===== src/rtl/bgr_startup_ctrl_if.sv =====
// ---------------------------------------------------------------------------
// bgr_startup_ctrl_if
// Bundles the bandgap start-up sequencer's control and status signals.
//   enable    : request to bring up the bandgap (system -> sequencer)
//   vbg_ok    : asynchronous comparator flag, 1 = vbg in window
//   porst     : start-up kick to bgr_top, active high
//   bgr_ready : vbg valid and filtered
//   bgr_fault : start-up failed, sticky until enable drops
// Modports:
//   master : the system side (drives enable, observes outputs; the comparator
//            output vbg_ok is delivered through the same side)
//   slave  : the sequencer itself
// ---------------------------------------------------------------------------
interface bgr_startup_ctrl_if;
    logic enable;
    logic vbg_ok;
    logic porst;
    logic bgr_ready;
    logic bgr_fault;

    modport master (
        output enable,
        output vbg_ok,
        input  porst,
        input  bgr_ready,
        input  bgr_fault
    );

    modport slave (
        input  enable,
        input  vbg_ok,
        output porst,
        output bgr_ready,
        output bgr_fault
    );
endinterface


===== src/rtl/bgr_startup_ctrl.sv =====
// ---------------------------------------------------------------------------
// bgr_startup_ctrl
// Start-up sequencer for the bandgap: pulses porst, waits for the loop to
// settle, checks a filtered vbg_ok, retries a bounded number of times and then
// reports ready or fault. After ready it keeps watching vbg and re-kicks if
// the reference collapses.
//
// Ports:
//   clk  : sequencer clock
//   rst  : asynchronous active-high reset
//   bus  : bgr_startup_ctrl_if.slave (enable, vbg_ok in; porst, bgr_ready,
//          bgr_fault out, all outputs registered)
//
// Optional build macro BGR_STARTUP_STATUS_EN adds:
//   status_state [2:0] : IDLE=0 KICK=1 SETTLE=2 CHECK=3 READY=4 FAULT=5
//   status_fails [2:0] : current failed-window count
//   kick_total   [7:0] : saturating count of kicks since reset
// ---------------------------------------------------------------------------
module bgr_startup_ctrl #(
    parameter int CNT_W         = 12,
    parameter int PULSE_CYCLES  = 16,
    parameter int SETTLE_CYCLES = 1024,
    parameter int CHECK_CYCLES  = 64,
    parameter int OK_FILT       = 8,
    parameter int MAX_RETRY     = 3
) (
    input  logic              clk,
    input  logic              rst,
    bgr_startup_ctrl_if.slave bus
`ifdef BGR_STARTUP_STATUS_EN
    ,
    output logic [2:0]        status_state,
    output logic [2:0]        status_fails,
    output logic [7:0]        kick_total
`endif
);

    localparam int RUN_W = $clog2(OK_FILT + 1);

    localparam logic [2:0] S_IDLE   = 3'd0;
    localparam logic [2:0] S_KICK   = 3'd1;
    localparam logic [2:0] S_SETTLE = 3'd2;
    localparam logic [2:0] S_CHECK  = 3'd3;
    localparam logic [2:0] S_READY  = 3'd4;
    localparam logic [2:0] S_FAULT  = 3'd5;

    logic [2:0]       state, state_n;
    logic [CNT_W-1:0] cnt, cnt_n;
    logic [RUN_W-1:0] run, run_n, run_inc;
    logic [2:0]       fails, fails_n;
    logic             vbg_meta, vbg_s;
    logic             porst_q, ready_q, fault_q;

    // Two-flop synchroniser for the asynchronous comparator flag.
    always_ff @(posedge clk or posedge rst) begin
        if (rst) begin
            vbg_meta <= 1'b0;
            vbg_s    <= 1'b0;
        end else begin
            vbg_meta <= bus.vbg_ok;
            vbg_s    <= vbg_meta;
        end
    end

    assign run_inc = (run == RUN_W'(OK_FILT)) ? run : run + RUN_W'(1);

    always_comb begin
        state_n = state;
        cnt_n   = '0;
        run_n   = run;
        fails_n = fails;

        case (state)
            S_IDLE: begin
                fails_n = '0;
                run_n   = '0;
                if (bus.enable) begin
                    state_n = S_KICK;
                end
            end

            S_KICK: begin
                cnt_n = cnt + CNT_W'(1);
                if (cnt == CNT_W'(PULSE_CYCLES - 1)) begin
                    state_n = S_SETTLE;
                    cnt_n   = '0;
                end
            end

            S_SETTLE: begin
                cnt_n = cnt + CNT_W'(1);
                if (cnt == CNT_W'(SETTLE_CYCLES - 1)) begin
                    state_n = S_CHECK;
                    cnt_n   = '0;
                    run_n   = '0;
                end
            end

            S_CHECK: begin
                cnt_n = cnt + CNT_W'(1);
                run_n = vbg_s ? run_inc : '0;
                // Success is tested first so it beats a simultaneous timeout.
                if (run_n == RUN_W'(OK_FILT)) begin
                    state_n = S_READY;
                    cnt_n   = '0;
                    run_n   = '0;
                    fails_n = '0;
                end else if (cnt == CNT_W'(CHECK_CYCLES - 1)) begin
                    cnt_n   = '0;
                    fails_n = fails + 3'd1;
                    state_n = (fails_n == 3'(MAX_RETRY)) ? S_FAULT : S_KICK;
                end
            end

            S_READY: begin
                run_n = vbg_s ? '0 : run_inc;
                if (run_n == RUN_W'(OK_FILT)) begin
                    state_n = S_KICK;
                    run_n   = '0;
                    fails_n = '0;
                end
            end

            S_FAULT: begin
                state_n = S_FAULT;
            end

            default: begin
                state_n = S_IDLE;
            end
        endcase

        // Dropping enable wins over every other transition.
        if (!bus.enable) begin
            state_n = S_IDLE;
            cnt_n   = '0;
            run_n   = '0;
            fails_n = '0;
        end
    end

    // Outputs are registered decodes of the next state so they line up with
    // the state register and never glitch.
    always_ff @(posedge clk or posedge rst) begin
        if (rst) begin
            state   <= S_IDLE;
            cnt     <= '0;
            run     <= '0;
            fails   <= '0;
            porst_q <= 1'b0;
            ready_q <= 1'b0;
            fault_q <= 1'b0;
        end else begin
            state   <= state_n;
            cnt     <= cnt_n;
            run     <= run_n;
            fails   <= fails_n;
            porst_q <= (state_n == S_KICK);
            ready_q <= (state_n == S_READY);
            fault_q <= (state_n == S_FAULT);
        end
    end

    assign bus.porst     = porst_q;
    assign bus.bgr_ready = ready_q;
    assign bus.bgr_fault = fault_q;

`ifdef BGR_STARTUP_STATUS_EN
    always_ff @(posedge clk or posedge rst) begin
        if (rst) begin
            kick_total <= '0;
        end else if (state_n == S_KICK && state != S_KICK && kick_total != '1) begin
            kick_total <= kick_total + 8'd1;
        end
    end

    assign status_state = state;
    assign status_fails = fails;
`endif

endmodule

===== src/flat_wrapper.sv =====
// flat-port wrapper written by rule: the top's interface ports become plain ports
module bgr_startup_ctrl_flat 
#(
    parameter int CNT_W         = 12,
    parameter int PULSE_CYCLES  = 16,
    parameter int SETTLE_CYCLES = 1024,
    parameter int CHECK_CYCLES  = 64,
    parameter int OK_FILT       = 8,
    parameter int MAX_RETRY     = 3
)
  (clk, rst, bus_enable, bus_vbg_ok, bus_porst, bus_bgr_ready, bus_bgr_fault);
  bgr_startup_ctrl_if bus_i ();
  input  logic clk;
  input  logic rst;
  input wire logic [$bits(bus_i.enable)-1:0] bus_enable;
  input wire logic [$bits(bus_i.vbg_ok)-1:0] bus_vbg_ok;
  output wire logic [$bits(bus_i.porst)-1:0] bus_porst;
  output wire logic [$bits(bus_i.bgr_ready)-1:0] bus_bgr_ready;
  output wire logic [$bits(bus_i.bgr_fault)-1:0] bus_bgr_fault;
  assign bus_i.enable = bus_enable;
  assign bus_i.vbg_ok = bus_vbg_ok;
  assign bus_porst = bus_i.porst;
  assign bus_bgr_ready = bus_i.bgr_ready;
  assign bus_bgr_fault = bus_i.bgr_fault;
  bgr_startup_ctrl #(.CNT_W(CNT_W), .PULSE_CYCLES(PULSE_CYCLES), .SETTLE_CYCLES(SETTLE_CYCLES), .CHECK_CYCLES(CHECK_CYCLES), .OK_FILT(OK_FILT), .MAX_RETRY(MAX_RETRY)) u_core (.clk(clk), .rst(rst), .bus(bus_i));
endmodule

===== config.mk =====
export PLATFORM = sky130hd
export DESIGN_NAME = bgr_startup_ctrl_flat
export DESIGN_NICKNAME = d
export VERILOG_FILES = /design/src/rtl/bgr_startup_ctrl_if.sv /design/src/rtl/bgr_startup_ctrl.sv /design/src/flat_wrapper.sv
export SDC_FILE = /design/constraint.sdc
export NUM_CORES = 1
export LEC_CHECK = 0
export BUFFER_PORTS_ARGS = -buffer_cell sky130_fd_sc_hd__buf_2
export CORE_ASPECT_RATIO = 1.4
export CORE_MARGIN = 2
export CORE_UTILIZATION = 47
export CTS_CLUSTER_SIZE = 40
export DETAILED_ROUTE_END_ITERATION = 7
export PLACE_DENSITY = 0.71
export SLEW_MARGIN = 20
export SYNTH_ARGS = -nofsm -noshare
export SYNTH_HDL_FRONTEND = slang
export SYNTH_SLANG_ARGS = --single-unit
export TNS_END_PERCENT = 10

===== constraint.sdc =====
create_clock -name clk -period 5.7 [get_ports clk]
set_input_delay 0.57 -clock clk [delete_from_list [all_inputs] [get_ports clk]]
set_output_delay 0.57 -clock clk [all_outputs]
set_load 0.03 [all_outputs]

## Word-level counts from Yosys, hierarchy flattened

Index checks and enable logic that the tools add are counted.

- Logic and storage cells: 62
- Register bits after elaboration: 27
- Bits of input ports: 4
- Output and inout port bits: 3

- Muxes and demuxes: 27
- Eq/ne operators: 20
- Reductions and logical operators: 3
- $add $sub $neg: 3

Operators by type and width:

| operator | number |
|---|---|
| $mux W12 | 5 |
| $pmux W12 S3 | 1 |
| $mux W3 | 11 |
| $mux W4 | 7 |
| $pmux W3 S6 | 1 |
| $pmux W4 S4 | 1 |
| $add A12 B1 Y12 const B | 1 |
| $eq A12 B10 Y1 const B | 1 |
| $eq A12 B4 Y1 const B | 1 |
| $eq A12 B6 Y1 const B | 1 |
| $eq A3 B3 Y1 const B | 4 |
| $eq A4 B4 Y1 const B | 3 |
| $eq A3 B2 Y1 const B | 3 |
| $pmux W3 S3 | 1 |
| $eq A3 B1 Y1 const B | 2 |
| $ne A3 B2 Y1 const B | 2 |
| $ne A5 B1 Y1 const B | 1 |
| $add A4 B1 Y4 const B | 1 |
| $ne A4 B1 Y1 const B | 1 |
| $ne A4 B2 Y1 const B | 1 |
| $add A3 B1 Y3 const B | 1 |
| $logic_not A3 Y1 | 1 |
| $reduce_and A3 Y1 | 1 |
| $reduce_and A2 Y1 | 1 |

## Longest topological paths before layout

- Depth in word-level cells: 8
- Mapped depth: 8
- Gate-level depth less buffers: 7

## Worst setup path before layout

OpenSTA, ideal clock, no wires.

- Path kind: register to register
- Start: register u_core.run[0]
- End: register u_core.fault_q, in the netlist u_core.bus.bgr_fault
- Data arrival time: 2.147 ns
- Stages on the path, launching flop included: 8
- Clock period less this slack: 2.288 ns
- Data required time: 5.559 ns
- Path buffers: 0
- Setup slack: 3.412 ns
- Library setup time: 0.141 ns
- Path through: dfrtp_1 inv_1 ha_1 a211o_2 a221oi_4 a311oi_1 o311ai_0 nor2_1

- Cells in the longest elaborated chain, start to end: 8
- Elaborated cells on any way between the ends: 12
- Classes of those cells: add/sub (1); eq/ne (4); mux (7)

Ends and longest elaborated chain:

| item | line | source |
|---|---|---|
| start, declared | bgr_startup_ctrl.sv:49 | `logic [RUN_W-1:0] run, run_n, run_inc;` |
| start signal, assigned | bgr_startup_ctrl.sv:156 | `run <= run_n;` |
| $add A4 B1 Y4 or $eq A4 B4 Y1 (tied branches) | bgr_startup_ctrl.sv:65 | `assign run_inc = (run == RUN_W'(OK_FILT)) ? run : run + RUN_W'(1);` |
| $mux W4 (*) | bgr_startup_ctrl.sv:65 |  |
| $mux W4 (on tied branches) | bgr_startup_ctrl.sv:116, bgr_startup_ctrl.sv:101 |  |
| $eq A4 B4 Y1 (on tied branches) | bgr_startup_ctrl.sv:117, bgr_startup_ctrl.sv:103 |  |
| $mux W3 (on tied branches) | bgr_startup_ctrl.sv:117, bgr_startup_ctrl.sv:103 |  |
| $pmux W3 S6 (*) | bgr_startup_ctrl.sv:73 | `case (state)` |
| $mux W3 (*) | bgr_startup_ctrl.sv:134 | `if (!bus.enable) begin` |
| $eq A3 B3 Y1 (*) | bgr_startup_ctrl.sv:160 | `fault_q <= (state_n == S_FAULT);` |
| end signal, assigned | bgr_startup_ctrl.sv:160 |  |
| end, declared | bgr_startup_ctrl.sv:52 | `logic porst_q, ready_q, fault_q;` |

Every way passes the cells marked *; elsewhere a longest branch is shown, timed or not.
A chain may end at the register's enable or synchronous reset.

## Final worst setup path

- Start: register u_core.run[0]
- End: register u_core.cnt[1]

- Cells in the longest elaborated chain, start to end: 7
- Elaborated cells on any way between the ends: 8
- Classes of those cells: add/sub (1); eq/ne (2); mux (5)

Ends and longest elaborated chain:

| item | line | source |
|---|---|---|
| $add A4 B1 Y4 or $eq A4 B4 Y1 (tied branches) | bgr_startup_ctrl.sv:65 |  |
| $mux W4 (*) | bgr_startup_ctrl.sv:65 |  |
| $mux W4 (*) | bgr_startup_ctrl.sv:101 | `run_n = vbg_s ? run_inc : '0;` |
| $eq A4 B4 Y1 (*) | bgr_startup_ctrl.sv:103 | `if (run_n == RUN_W'(OK_FILT)) begin` |
| $mux W12 (*) | bgr_startup_ctrl.sv:103 |  |
| $pmux W12 S3 (*) | bgr_startup_ctrl.sv:73 |  |
| $mux W12 (*) | bgr_startup_ctrl.sv:134 |  |
| named net u_core.cnt_n[1] | bgr_startup_ctrl.sv:48 | `logic [CNT_W-1:0] cnt, cnt_n;` |
| end signal, assigned | bgr_startup_ctrl.sv:155 | `cnt <= cnt_n;` |
| end, declared | bgr_startup_ctrl.sv:48 |  |

Mark *: on every way through the listed nets, which the timed path passes. The rest lies on a longest branch.

==> flow_summary.json <==
{
  "vias_per_cell": 6.29,
  "clkTransAtPathRegs_ns": 0.09,
  "drc_errors": 0,
  "cp.arrival_ns": 2.86,
  "slew_headroom_pct": 47.2,
  "die_h_um": 72.5,
  "synth_cell_types": 43,
  "drt-initial-drc-count": 43,
  "core_area_um2": 3150,
  "rows": 24,
  "io_pins": 7,
  "syn_avg_cell_area_um2": 9.49,
  "syn_nets": 175,
  "vdd_drop_max_uv": 152,
  "first_pass_iters": 4,
  "final_cell_mix": "27 x dfrtp_1, 14 x nor2_1, 12 x nor3_1",
  "drive_gt1_share_pct": 9.47,
  "hold_ws_ns": 0.338,
  "cts_root_buffer": "clkbuf_8",
  "grt_pass1_wl_um": 5710,
  "synth_top_area_share_pct": 42.9,
  "syn_to_final_growth_pct": 6.28,
  "synth_area_um2": 1580,
  "fin_crit_sh_pct": 47.9,
  "slew_violations": 0,
  "ys_ff_latch": 27,
  "p_per_area_nw_per_um2": 191,
  "h-tree-depth": 1,
  "fmax_mhz": 366,
  "synth_top_cell_by_area": "dfrtp_1",
  "synth_edf_count": 0,
  "synth_seq_area_share_pct": 42.9,
  "die_x_um": 52.9,
  "ys.flop_type": "dfrtp_1",
  "detail-route-antenna-nets": 0,
  "cts_tree": "yes",
  "fillCellCount": 285,
  "yosysWarnings": 0,
  "grt.total_usage_pct": 19.5,
  "num_vias": 1309,
  "wl_per_cell_um": 15.4,
  "synth_async_sr_flop_share_pct": 100,
  "hp-class": "input pin to async pin",
  "synth_area_leaders": "dfrtp_1 43%, ha_1 4.0%, xor2_1 3.9%, nor3_1 3.8%, nor2_1 3.3%",
  "insertion_delay_ns": 0.27,
  "final_common_cell": "dfrtp_1",
  "cts_buffers": 3,
  "path_max_fanout": 11,
  "worstSetupEndpointType": "register",
  "place_area_um2": 1630,
  "antennaDiodeCount": 0,
  "worst_pin_slew_ns": 0.793,
  "cts_sinks": 27,
  "power_leakage_uw": 0.000681,
  "crit_path_max_incr_delay_ns": 0.69,
  "dp_hpwl_um": 2340,
  "path_class": "register to register",
  "maxCapViolCount": 0,
  "crit_required_ns": 5.83,
  "syn_inst": 166,
  "setup_viol": 0,
  "clockBufferDepth": 2,
  "status": "complete, no violations",
  "multiInputGateArea_um2": 830,
  "cp_slowest_cell": "a21oi_1",
  "fin_worst_skew_ns": 0.00490,
  "port_buffers": 6,
  "antenna_found_initial": 0,
  "ctsHoldBuffers": 0,
  "routabilityCongestion": 0.889,
  "fin_setup_tns_ns": 0,
  "critical-path-top-delay-family": "compound AO/OA/AOI/OAI gates",
  "finalHoldViolCount": 0,
  "start_util_pct": 50.0,
  "grt_pass1_vias": 1286,
  "cts_resized": 0,
  "final_area_um2": 1670,
  "critPathBufInv": 1,
  "die_area_um2": 3840,
  "grt_remaining_overflow": 0,
  "path_cells": "inv_1 -> ha_1 -> a211o_2 -> a221oi_4 -> a31oi_4 -> a21oi_1 -> nor3b_1",
  "fin_crit_ns": 2.73,
  "grt_max_degree": 28,
  "drt_wl_total_um": 3200,
  "post_cts.repair.setup_buffers": 0,
  "nets": 179,
  "regArea_um2": 676,
  "rsz0062_at_grt": "no",
  "critPathLaunchType": "register"
}
-- power by group --
group | internal, uW | switching, uW | total (uW)
combinational | 3.56 | 10.9 | 14.5
clock | 49.6 | 59.6 | 109
sequential | 193 | 2.42 | 196
-- layout make-up --
class	count	area share, %
inverters	11	2.47
multi-input cells	121	49.6
repair buffers	6	1.79
well taps	39	2.91
clock buffers	3	2.47
clock inverters	1	0.448
flip-flops and latches	27	40.4
-- state kept, by name (all words and copies together), names as in the netlist --
signal,cells
u_core.vbg_s,1
u_core.bus.bgr_fault,1
u_core.fails,3
u_core.cnt,12
u_core.bus.porst,1
u_core.vbg_meta,1
u_core.state,3
u_core.bus.bgr_ready,1
u_core.run,4
-- synth_stat cells (2+ instances only) --
master and count:
a21boi_0 2, a21oi_1 6, a311oi_1 2, a31oi_1 4
and4_1 4, buf_2 2, clkbuf_1 5, dfrtp_1 27
ha_1 5, inv_1 11, nand2_1 9, nand2b_1 2
nand3_1 10, nand4_1 4, nor2_1 14, nor2b_1 3
nor3_1 12, o211ai_1 2, o21ai_0 4, o311ai_0 4
or3_1 2, xnor2_1 5, xor2_1 7
-- worst reg2reg max path, cell delays in order, from the launching register on --
cell,delay (ns)
dfrtp_1,0.43
inv_1,0.12
ha_1,0.24
a211o_2,0.36
a221oi_4,0.41
a31oi_4,0.20
a21oi_1,0.69
nor3b_1,0.13
-- worst paths after layout --
path | from | to | slack [ns] | cells after the start
worst min register to register | u_core.vbg_meta | u_core.vbg_s | 0.36 | 0
worst max-delay path | u_core.run[0] | u_core.cnt[1] | 2.97 | 7
worst max register to register | u_core.run[0] | u_core.cnt[1] | 2.97 | 7
max in group asynchronous | rst | u_core.cnt[8] | 4.98 | 2
worst min-delay path | rst | u_core.cnt[3] | 0.34 | 2
min in group clk | u_core.vbg_meta | u_core.vbg_s | 0.36 | 0
-- routing by layer --
metal,GRT usage (%),vias to the layer above,share of wire (%)
met3,3.29,8,3.0
met1,23.9,641,42
met2,33.5,39,53
li1,-,621,-
met4,7.69,0,2.0
met5,0,-,0
-- metrics by stage --
stage	setup slack [ns]	total power (uW)	util (%)	cells
after global routing	2.71	336	53.1	208
after floorplan	3.41	210	-	166
final	2.97	319	53.1	208
after CTS	2.94	324	53.1	208
after detailed placement	2.96	214	51.5	204
after global placement	3.06	213	51.5	204
-- cell families (layout without fill, tap and decap cells) --
kind of cell | after synthesis | in the layout | share of synthesized area, %
buf+inv | 18 | 21 | 4.45
xor+xnor | 12 | 12 | 6.67
simple gates | 70 | 70 | 24.5
compound gates | 34 | 34 | 17.5
flops | 27 | 27 | 42.9
fa+ha+maj | 5 | 5 | 3.97
No activity file was read; power rests on OpenSTA's default activity.
